**src/rtl/cdb_rr_arbiter.sv**
```systemverilog
// Round-robin arbiter sharing one registered common data bus among NUM_REQ result producers.
// The grant is combinational from a rotating priority pointer; the broadcast is registered one cycle later.
module cdb_rr_arbiter #(
  parameter int unsigned NUM_REQ    = 4,
  parameter int unsigned DATA_WIDTH = 16,
  parameter int unsigned TAG_WIDTH  = 3,
  localparam int unsigned IdW       = (NUM_REQ > 1) ? $clog2(NUM_REQ) : 1
) (
  input  logic                          clk,
  input  logic                          rst_n,
  input  logic                          flush,
  input  logic [NUM_REQ-1:0]            req_valid,
  input  logic [NUM_REQ*TAG_WIDTH-1:0]  req_tag,
  input  logic [NUM_REQ*DATA_WIDTH-1:0] req_data,
  output logic [NUM_REQ-1:0]            req_ready,
  output logic                          cdb_valid,
  output logic [TAG_WIDTH-1:0]          cdb_tag,
  output logic [DATA_WIDTH-1:0]         cdb_data,
  output logic [IdW-1:0]                grant_id
);

  logic [IdW-1:0]        ptr_q, ptr_d;
  logic                  cdb_valid_q, cdb_valid_d;
  logic [TAG_WIDTH-1:0]  cdb_tag_q, cdb_tag_d;
  logic [DATA_WIDTH-1:0] cdb_data_q, cdb_data_d;
  logic [IdW-1:0]        grant_id_q, grant_id_d;

  logic [NUM_REQ-1:0]    gnt;
  logic [IdW-1:0]        gnt_idx;
  logic                  found;
  logic                  xfer;

  // Priority search starting at ptr_q, wrapping past the highest index.
  always_comb begin
    gnt     = '0;
    gnt_idx = '0;
    found   = 1'b0;
    for (int unsigned k = 0; k < NUM_REQ; k++) begin
      int unsigned idx;
      idx = (int'(ptr_q) + k) % NUM_REQ;
      if (!found && req_valid[idx]) begin
        found    = 1'b1;
        gnt[idx] = 1'b1;
        gnt_idx  = IdW'(idx);
      end
    end
  end

  assign req_ready = (rst_n && !flush) ? gnt : '0;
  assign xfer      = |req_ready;

  always_comb begin
    ptr_d       = ptr_q;
    cdb_valid_d = xfer;
    cdb_tag_d   = cdb_tag_q;
    cdb_data_d  = cdb_data_q;
    grant_id_d  = grant_id_q;
    if (xfer) begin
      cdb_tag_d  = req_tag[gnt_idx*TAG_WIDTH +: TAG_WIDTH];
      cdb_data_d = req_data[gnt_idx*DATA_WIDTH +: DATA_WIDTH];
      grant_id_d = gnt_idx;
      ptr_d      = IdW'((int'(gnt_idx) + 1) % NUM_REQ);
    end
  end

  always_ff @(posedge clk) begin
    if (!rst_n) begin
      ptr_q       <= '0;
      cdb_valid_q <= 1'b0;
      cdb_tag_q   <= '0;
      cdb_data_q  <= '0;
      grant_id_q  <= '0;
    end else begin
      ptr_q       <= ptr_d;
      cdb_valid_q <= cdb_valid_d;
      cdb_tag_q   <= cdb_tag_d;
      cdb_data_q  <= cdb_data_d;
      grant_id_q  <= grant_id_d;
    end
  end

  assign cdb_valid = cdb_valid_q;
  assign cdb_tag   = cdb_tag_q;
  assign cdb_data  = cdb_data_q;
  assign grant_id  = grant_id_q;

endmodule
```
**config.mk**
```make
export PLATFORM = sky130hd
export DESIGN_NAME = cdb_rr_arbiter
export DESIGN_NICKNAME = d
export VERILOG_FILES = /design/src/rtl/cdb_rr_arbiter.sv
export SDC_FILE = /design/constraint.sdc
export NUM_CORES = 1
export LEC_CHECK = 0
export ABC_AREA = 0
export CAP_MARGIN = 20
export CORE_MARGIN = 3
export CORE_UTILIZATION = 41
export DETAILED_ROUTE_END_ITERATION = 10
export PLACE_DENSITY = 0.85
export SLEW_MARGIN = 20
export SYNTH_ARGS = -nofsm -noshare
export SYNTH_HDL_FRONTEND = slang
export SYNTH_SLANG_ARGS = --single-unit
```
**constraint.sdc**
```tcl
create_clock -name clk -period 9.4 [get_ports clk]
set_clock_uncertainty 0.15 [all_clocks]
set_input_delay 1.88 -clock clk [delete_from_list [all_inputs] [get_ports clk]]
set_output_delay 1.88 -clock clk [all_outputs]
set_load 0.05 [all_outputs]
```
# Word-level counts from Yosys, hierarchy flattened
# Index checks and enable logic that the tools add are counted.
# Widths: inputs -> output; s select.
# classes
add_sub_neg,4
mul,1
order_cmp,8
shifts,2
n_mux,28
bitwise,3
reduce_logical,13
# ops
cell,count
$shiftx 64x7->16,1
$mux 4,5
$lt 2x3->1 const B,4
$or 4x4->4,3
$shiftx 12x5->3,1
$mux 1,11
$bmux 1 s2,4
$demux 1 s2,4
$ge 2x1->1 const B,4
$logic_and 1x1->1,8
$mux 2,4
$add 2x1->2 const B,2
$add 2x2->2 const B,2
$logic_not 1->1,4
$mul 2x2->4 const B,1
$reduce_or 4->1,1
# word_totals
ff_bits,24
input_bits,83
out_inout_bits,26
wordCells,64

# Longest topological paths before layout
# depth
depth_word,14
depth_mapped,13
depth_no_buf,8

# Worst setup path after synthesis
# No wires, ideal clock.
# synth_path
path_kind,input to output
startpoint,input port req_valid[2]
endpoint,output port req_ready[1]
arrival_ns,3.791
required_ns,7.370
setup_slack_ns,3.579
stages,6
n_path_buf,1
path_cell_list,buf_6 -> mux4_2 -> or2_1 -> a21oi_2 -> nand2_1 -> a21oi_1
# synth_via
elab_chain_cells,13
elab_cells_between_ends,25
classes_between,mux: 16; bitwise: 3; reduce/logical: 6
# synth_lines
item,line,rtl
from (decl),12,"input logic [NUM_REQ-1:0] req_valid,"
$bmux 1 s2,41,if (!found && req_valid[idx]) begin
$mux 1 (not written as such),41,
$mux 1,41,
$logic_not 1->1,41,
$logic_and 1x1->1,41,
$mux 1,41,
$logic_not 1->1,41,
$logic_and 1x1->1,41,
$mux 1,41,
$logic_not 1->1,41,
$logic_and 1x1->1,41,
$mux 4 *,41,
$mux 4 *,49,assign req_ready = (rst_n && !flush) ? gnt : '0;
to (decl),15,"output logic [NUM_REQ-1:0] req_ready,"
# Mark *: on every way between the ends. The rest lies on a longest branch, timed or not. The select of a mux whose other input is x is not followed.

# Worst setup path in the final report
# layout_path
startpoint,input port req_valid[2]
endpoint,output port req_ready[0]
# Same word-level chain as after synthesis.

==> results.md <==
| Metric | This run | Unit |
|---|---|---|
| Worst Setup Path Type | input pin to output port | - |
| Final count of hold timing violations | 0 | - |
| Relative contribution of combinational cells to total power | 75.3 | % |
| Master cell of the clock root buffer | clkbuf_8 | - |
| Power per Cell Area | 310.6 | nW/um2 |
| Depth of the most critical reg-to-reg path | 8 | - |
| Met3 Routed Length | 469 | um |
| Fraction of layout instances using a drive strength above 1 | 10.84 | % |
| Met2 wire length | 3061 | um |
| Antenna violations before repair | 0 | - |
| Max-capacitance violation count | 0 | - |
| Global route total overflow | 0 | - |
| Outcome | finished, final reports clean | - |
| Sw Share | 48.85 | % |
| Number of setup buffers added after CTS | 0 | - |
| Synthesized instance count | 230 | - |
| Total of cells resized after clock tree synthesis | 0 | - |
| Maximum clock path buffer count | 2 | - |
| Total of flip-flops plus latches after synthesis | 24 | - |
| Hold-fix buffer count after cts | 0 | - |
| Highest signal layer in the routed design | met4 | - |
| Die X-Extent | 78.54 | um |
| Via count of the first global-routing pass | 1977 | - |
| Overall die area | 6168 | um2 |
| Number of standard cells in the final layout excluding fillers | 390 | - |
| Count of cells along the worst hold path | 2 | - |
| Transition time of the tightest slew-check pin | 941.2 | ps |
| Clock tree from TritonCTS | yes | - |
| Syn Nets | 320 | - |
| Setup slack of the most critical reg-to-reg path | 5330 | ps |
| Deepest level of the CTS H-tree | 1 | - |
| Routed metal-1 wirelength | 2361 | um |
| Count of clock tree sinks | 24 | - |
| HPWL after detailed placement | 4457 | um |
| First-iteration detailed-routing DRC count | 73 | - |
| Share of power burned in registers | 18.6 | % |
| Top_reg_cell synth | dfxtp_1 | - |
| Initial core utilization | 43.92 | % |
| Number of max-slew violations in the final report | 0 | - |
| Area after DPL | 3211 | um2 |
| Total global-route track usage | 18.48 | % |
| Setup crit end kind | output port | - |
| Die Span Y | 78.54 | um |
| Async set-reset flop share out of synthesis | 0 | % |
| Cell Count Post-Placement | 387 | - |
| RSZ-0062 raised after global routing | false | - |
| Clock-pin slew on the worst setup and hold paths | 90 | ps |
| Warning count from the yosys run | 0 | - |
| Pre-antenna DRT Iters | 4 | - |
| Std cell rows | 25 | - |
| Synthesized area divided by synthesized cell count | 9.379 | um2 |
| Via/cell ratio | 5.246 | - |
| Post-synth EDFFs | 0 | - |
| Final standard cell utilization of the core | 66.34 | % |
| Capturing point of the worst reg2reg path | cdb_data[4] | - |
| Crit path arrival time | 4630 | ps |
| Overall via count from detail_route | 2046 | - |
| Final critical-path share of the clock period | 70.82 | % |
| Largest fanout on the critical path | 11 | - |
| Area added between synthesis and finish | 51.04 | % |
| Maximum achievable frequency | 150.2 | MHz |
| Max-Slew Margin vs Limit | 37.10 | % |
| Number of remaining DRC errors | 0 | - |
| Post-Layout Inst Area | 3258 | um2 |
| Required time at the endpoint of the critical path | 7370 | ps |
| First-pass GRT wire length | 9301 | um |
| Peak VDD IR | 0.0002122 | V |
| Floorplan core area | 4911 | um2 |
| Pin count of the biggest net entering global routing | 41 | - |
| TritonCTS buffer count | 3 | - |
| Switching power | 494.4 | uW |
| Antenna diode instance count | 0 | - |
| Hold Path Class | register to register | - |
| Setup Total Neg Slack | 0 | ps |
| Filler cell count in the final layout | 418 | - |
| Count of nets after finishing | 415 | - |
| IO Count | 109 | - |
| Count of distinct cell types in the synthesized netlist | 32 | - |
| End point of the worst hold path | cdb_tag[1] | - |
| Final-report setup violation count | 0 | - |
| Pint | 517.7 | uW |
| Critical R2R Launch | ptr_q[0] | - |
| Setup crit start kind | input pin | - |
| Part of the power in the clock network | 6.1 | % |
| Post-Route WL | 5906 | um |
| Leak pwr | 0.001463 | uW |
| Area of the mapped netlist | 2157 | um2 |
| Portion of the post-synthesis area used by sequential elements | 22.27 | % |
| Clock latency at the later pin of the worst-skew pair | 260 | ps |
| Input/output buffers | 108 | - |
| Final routed wire length divided by cell count | 15.14 | um |
| Critical hold path startpoint | cdb_tag[1] | - |
| Count of antenna-violating nets left after detailed routing | 0 | - |
| Placer's final routability congestion estimate | 0.8906 | - |
| Clock period minus final worst setup slack | 6657 | ps |
cells in the final DEF (no fill, tap or decap), drive strengths merged, types with 4 or more instances in the layout:
cell type,count
a21oi,12
nand2,33
inv,5
o21ai,4
mux2,24
nand2b,4
nor2,5
mux2i,65
dfxtp,24
ha,7
clkdlybuf4s50,107
cells in the mapped netlist, types with 2 or more instances:
library cell	number	area share (%)
a21o_1	3	1.0
o21ai_0	4	0.93
nor4b_1	2	0.81
nand2b_1	4	1.2
buf_4	4	1.4
mux4_2	2	2.1
a21oi_1	11	2.6
clkbuf_1	8	1.4
nor2_1	5	0.87
and4b_1	2	0.93
buf_2	3	0.70
o32ai_1	3	1.2
nand2_1	33	5.7
dfxtp_1	24	22
buf_6	4	2.1
o41a_1	2	1.0
a221o_1	2	0.93
mux2_2	24	13
inv_1	4	0.70
ha_1	7	4.1
nand3b_1	2	0.70
nand3_1	3	0.70
mux2i_1	65	30
sequential cells by signal, indices dropped and copies added, names as in the netlist:
signal,flops
cdb_tag,3
grant_id,2
cdb_valid,1
cdb_data,16
ptr_q,2
power by group through the flow:
stage	clock network, uW	logic (uW)	registers, uW
after floorplan	0	450	323
after global placement	0	757	187
after detailed placement	0	763	189
after CTS	63.9	767	188
after global routing	68.0	815	196
final	61.4	763	188
cell type report:
type | instances | area (um2) | share of cell area (%)
clock buffers | 3 | 41.29 | 1.267
well taps | 67 | 83.83 | 2.573
multi-input cells | 182 | 1550 | 47.58
repair buffers | 109 | 1084 | 33.26
inverters | 5 | 18.77 | 0.5760
flip-flops and latches | 24 | 480.5 | 14.75
cells by family (layout without fill, tap and decap cells):
kind of cell	count (synthesis)	count (layout)	share of synthesized area [%]
compound gates	30	30	10.67
simple gates	54	54	11.77
fa+ha+maj	7	7	4.060
mux	91	91	44.78
buf+inv	24	117	6.438
flops	24	24	22.27
how the worst max path moves through the flow:
stage	end	slack (ps)	from
final	req_ready[0]	2740	req_valid[2]
after detailed placement	req_ready[2]	2780	req_valid[3]
after global routing	req_ready[0]	2530	req_valid[2]
after floorplan	req_ready[1]	3580	req_valid[2]
after global placement	req_ready[1]	2830	req_valid[3]
after CTS	req_ready[2]	2770	req_valid[3]
per-layer routing:
metal	global-route usage, %	vias up
met2	32.43	74
met5	0	-
met3	5.275	2
li1	-	1019
met1	22.60	951
met4	3.147	0
worst max-delay path, cell delays in order:
cell and delay, ps:
clkdlybuf4s50_1 580, mux2i_1 340, nor3b_1 350, o21ai_0 150, a21oi_1 330, a21oi_1 70, nor2_1 110, clkdlybuf4s50_1 810
metrics by stage:
stage	power, uW	hold WS [ps]	setup WS (ps)
2_1_floorplan	772.2	523.8	3579
3_3_place_gp	943.6	293.5	2831
3_5_place_dp	952.2	301.0	2780
4_1_cts	1018	318.9	2772
5_1_grt	1079	335.2	2532
6_report	1012	314.0	2743
Power figures use the tool's default switching activity.
==> variant 1: new RTL, same settings <==
`NUM_REQ`: 4 -> 2.
--- a/src/rtl/cdb_rr_arbiter.sv
+++ b/src/rtl/cdb_rr_arbiter.sv
@@ -2,5 +2,5 @@
 // The grant is combinational from a rotating priority pointer; the broadcast is registered one cycle later.
 module cdb_rr_arbiter #(
-  parameter int unsigned NUM_REQ    = 4,
+  parameter int unsigned NUM_REQ    = 2,
   parameter int unsigned DATA_WIDTH = 16,
   parameter int unsigned TAG_WIDTH  = 3,
Interface: changed (5 resized); port bits go from 109 to 66. No check against the original RTL was run, so the function may have changed too.
==> variant 1 against the unedited design <==
  * Final area down 47%
  * Sequential cell count is 2 lower
  * Area after synthesis down 50%
  * Via count down 46%
  * Wire length is 47% lower
  * Register-to-register slack improved by 2.4 ns
  * Worst hold slack improved by 0.035 ns
  * Power fell by 77%
  * Setup slack improved by 0.26 ns
==> variant 1: results (changes against the unedited design) <==
* Fraction of layout cells with a size suffix above 1 at 5.26% (-5.6 points)
* Final wirelength at 3140 microns (-47%)
* Root buffer cell: clkbuf_4
* Antenna violations before repair at 0 (unchanged)
* Library cells used by synthesis at 26 (-19%)
* Register area share after synthesis at 40.8% (+19 points)
* Initial DRC count at 50 (-32%)
* Max-slew headroom at 56.4% (+19 points)
* Switching Fraction at 31.7% (-17 points)
* Longest Clk Path Bufs at 2 (unchanged)
* # H-tree levels at 1 (unchanged)
* Fillers at 194 (-54%)
* CTS Buf Count at 3 (unchanged)
* Most frequent cells after synthesis: 22 x dfxtp_1, 14 x nand2_1, 13 x a221o_1, 13 x nor3_1
* Post-synthesis async set-or-reset flop share at 0% (unchanged)
* GRT Total Usage at 19.3% (+0.87 points)
* Antenna diodes at 0 (unchanged)
* Maximum VDD drop at 0.0883 mV (-58%)
* Worst skew pair latency at 0.30 ns (+0.04 ns)
* Post-Place Setup Slack at 3.01 ns (+0.232 ns)
* HPWL Detailed at 2410 microns (-46%)
* Critical path arrival at 4.36 ns (-0.27 ns)
* Cts repair resizes at 0 (unchanged)
* Leakage dissipation at 0.671 nW (-54%)
* Synth Area in XOR/XNOR at 0% (unchanged)
* PortBufs at 65 (-40%)
* Clock-pin slew on the worst setup and hold paths at 0.13 ns (+0.04 ns)
* Final net count at 215 (-48%)
* Syn Nets at 157 (-51%)
* Compound-Gate Fraction of Synth Area at 28.5% (+18 points)
* Placer congestion estimate at 0.789 (-11%)
* Hold crit path type: register to register
* Main synth FF type: dfxtp_1
* Synth top area cells: dfxtp_1 41%, a221o_1 12%, nor3_1 6.0%
* Postcts setup bufs at 0 (unchanged)
* Mux cell area share after synthesis at 0% (-45 points)
* Max reg flops at 16 (unchanged)
* Largest net degree at the start of global routing at 23 (-44%)
* Ys Warns at 0 (unchanged)
* Crit Path Max Fanout at 18 (+7)
* First-pass GRT wire length at 5050 microns (-46%)
* DR pass1 iterations at 4 (unchanged)
* Status: finished, final reports clean
* Adder-Cell Fraction of Synth Area at 0% (-4.1 points)
* Vias post-DR at 1106 (-46%)
variant 1: cell types whose count changed after synthesis, sizes merged, moves of 11 or more:
cell	before	now
mux2	24	0
a21oi	12	0
nand2	33	14
a221o	2	13
mux2i	65	0
nor3	1	14
variant 1: cell type report:
class                      count  share of cell area [%]
tap                           28                    2.03
timing repair buffer          65                    37.7
multi-input combinational     77                    32.0
inverter                       3                   0.652
sequential                    22                    25.5
clock buffer                   4                    2.10
variant 1: routing by layer:
| metal | wire, microns | share of wire, % | GRT usage [%] | vias up |
|---|---|---|---|---|
| met2 | 1550 | 49 | 34.1 | 58 |
| met5 | 0 | 0 | 0 | - |
| li1 | - | - | - | 542 |
| met3 | 328 | 10 | 5.88 | 0 |
| met1 | 1260 | 40 | 22.7 | 506 |
| met4 | 0 | 0 | 4.97 | 0 |
variant 1: worst paths after layout:
kind / start / endpoint / slack, ns / cells after the start
worst min register to register: cdb_data[2]$_SDFFE_PN0P_ / cdb_data[2]$_SDFFE_PN0P_ / 0.35 / 1
worst min-delay path: cdb_data[2]$_SDFFE_PN0P_ / cdb_data[2]$_SDFFE_PN0P_ / 0.35 / 1
worst max-delay path: req_valid[0] / req_ready[1] / 3.01 / 4
worst max register to register: ptr_q$_SDFFE_PN0P_ / cdb_tag[2]$_SDFFE_PN0P_ / 7.73 / 3
variant 1: logic make-up after synthesis:
group	count (synthesis)
buffers and inverters	15
AND/OR/NAND/NOR	43
AO/OA/AOI/OAI	34
flip-flops	22
variant 1: critical path, cell delays in order:
cell             delay, ns
clkdlybuf4s50_1       0.74
and2b_1               0.38
nor3_4                0.45
clkdlybuf4s50_1       0.91
variant 1: through the flow:
stage                     instances  util (%)  hold WS (ns)  power [mW]  instance area (sq um)
after detailed placement        195      71.6         0.323       0.181                   1690
after floorplan                 114         -         0.390       0.149                   1080
final                           199      73.1         0.349       0.232                   1730
after CTS                       199      73.1         0.357       0.234                   1730
after global placement          195      71.6         0.319       0.180                   1690
after global routing            199      73.1         0.375       0.242                   1730
variant 1: power groups by stage:
stage	combinational (mW)	sequential, mW	clock (mW)
2_1_floorplan	0.0229	0.126	0
3_3_place_gp	0.0750	0.105	0
3_5_place_dp	0.0761	0.105	0
4_1_cts	0.0765	0.103	0.0544
5_1_grt	0.0803	0.104	0.0580
6_report	0.0761	0.103	0.0531
==> variant 2: new RTL, same settings <==
Made on the original files. Make the reset (`rst_n`) asynchronous in one clocked block.
--- a/src/rtl/cdb_rr_arbiter.sv
+++ b/src/rtl/cdb_rr_arbiter.sv
@@ -64,5 +64,5 @@
   end
 
-  always_ff @(posedge clk) begin
+  always_ff @(posedge clk or negedge rst_n) begin
     if (!rst_n) begin
       ptr_q       <= '0;
Check against the original RTL: differs if rst_n is asserted again (counterexample within 4 cycles, from zero or initial values and one cycle with rst_n low); with rst_n held inactive, the same outputs for 4 cycles.
==> variant 2 against the unedited design <==
  * Largest power group unchanged
  * Sequential cell count unchanged
  * Non-clock buffer count grew 1
  * Wire length is 7.6% lower
  * Critical path type unchanged
  * Power increased by 20%
  * Setup slack got worse by 0.15 ns
  * Area after synthesis shrank 3.1%
  * Global-route usage is 0.37 points higher
  * Final area fell by 1.1%
==> variant 2: results (changes against the unedited design) <==
* Status: finished, final reports clean
* Maximum VDD drop at 0.205 mV (-3.3%)
* Post-synthesis async set-or-reset flop share at 100% (+100 points)
* Largest net degree at the start of global routing at 27 (-34%)
* Final net count at 341 (-18%)
* Vias post-DR at 1715 (-16%)
* Register area share after synthesis at 28.7% (+6.5 points)
* Ys Warns at 0 (unchanged)
* WL met1 at 1990 microns (-16%)
* Post-Place Setup Slack at 2.59 ns (-0.194 ns)
* HPWL Detailed at 4410 microns (-0.97%)
* Met3 WL at 304 microns (-35%)
* Synth top area cells: dfrtp_1 29%, mux4_2 24%, mux2_4 12%
* Tightest Pin Transition at 1.01 ns (+0.0702 ns)
* Compound-Gate Fraction of Synth Area at 10.5% (-0.20 points)
* Antenna violations before repair at 0 (unchanged)
* Syn Nets at 237 (-26%)
* Critical path arrival at 4.78 ns (+0.15 ns)
* Leakage dissipation at 1.25 nW (-15%)
* Vias in the first global route at 1851 (-6.4%)
* Critical Path Max Stage Delay at 0.79 ns (-0.02 ns)
* Met2 wire length at 2940 microns (-4.1%)
* Post-detailed-route wirelength per cell at 17.3 microns (+14%)
* Library cells used by synthesis at 37 (+16%)
* Internal cell power at 0.654 mW (+26%)
* Placer congestion estimate at 0.833 (-6.5%)
-- variant 2: power by group through the flow --
| stage | Sequential (mW) | Clock, mW | Combinational, mW |
|---|---|---|---|
| after global routing | 0.215 | 0.0651 | 1.01 |
| final | 0.207 | 0.0595 | 0.948 |
| after CTS | 0.207 | 0.0607 | 0.959 |
| after floorplan | 0.364 | 0 | 0.588 |
| after global placement | 0.205 | 0 | 0.943 |
| after detailed placement | 0.205 | 0 | 0.960 |
-- variant 2: routing by layer --
metal / vias up / GRT usage [%]
li1: 783 / -
met1: 837 / 21.4
met2: 79 / 33.1
met3: 16 / 4.29
met4: 0 / 9.43
met5: - / 0
-- variant 2: cell type report --
cell class	count	area, sq um
fill	365	1600
multi-input combinational	106	1380
timing repair buffer	110	1100
sequential	24	601
tap	67	83.8
clock buffer	3	41.3
inverter	6	22.5
-- variant 2: final timing paths --
check	from	to	slack (ns)	depth (start not counted)
setup / recovery	req_valid[3]	req_ready[2]	2.59	7
hold / removal	cdb_data[2]$_DFFE_PN0P_	cdb_data[2]$_DFFE_PN0P_	0.36	1
setup reg to reg	ptr_q[0]$_DFFE_PN0P_	cdb_data[8]$_DFFE_PN0P_	5.31	8
hold reg to reg	cdb_data[2]$_DFFE_PN0P_	cdb_data[2]$_DFFE_PN0P_	0.36	1
max in group asynchronous	rst_n	cdb_data[0]$_DFFE_PN0P_	7.04	2
min in group asynchronous	rst_n	cdb_data[3]$_DFFE_PN0P_	1.82	2
-- variant 2: cell families after synthesis --
family | Yosys count
multiplexers | 51
XOR/XNOR | 1
buffers and inverters | 17
AND/OR/NAND/NOR | 29
flip-flops | 24
AO/OA/AOI/OAI | 18
adder cells (fa/ha/maj) | 7
-- variant 2: per-stage QoR --
stage          area, sq um  std cells
2_1_floorplan         2090        147
3_3_place_gp          3170        313
3_5_place_dp          3170        313
4_1_cts               3210        316
5_1_grt               3220        316
6_report              3220        316
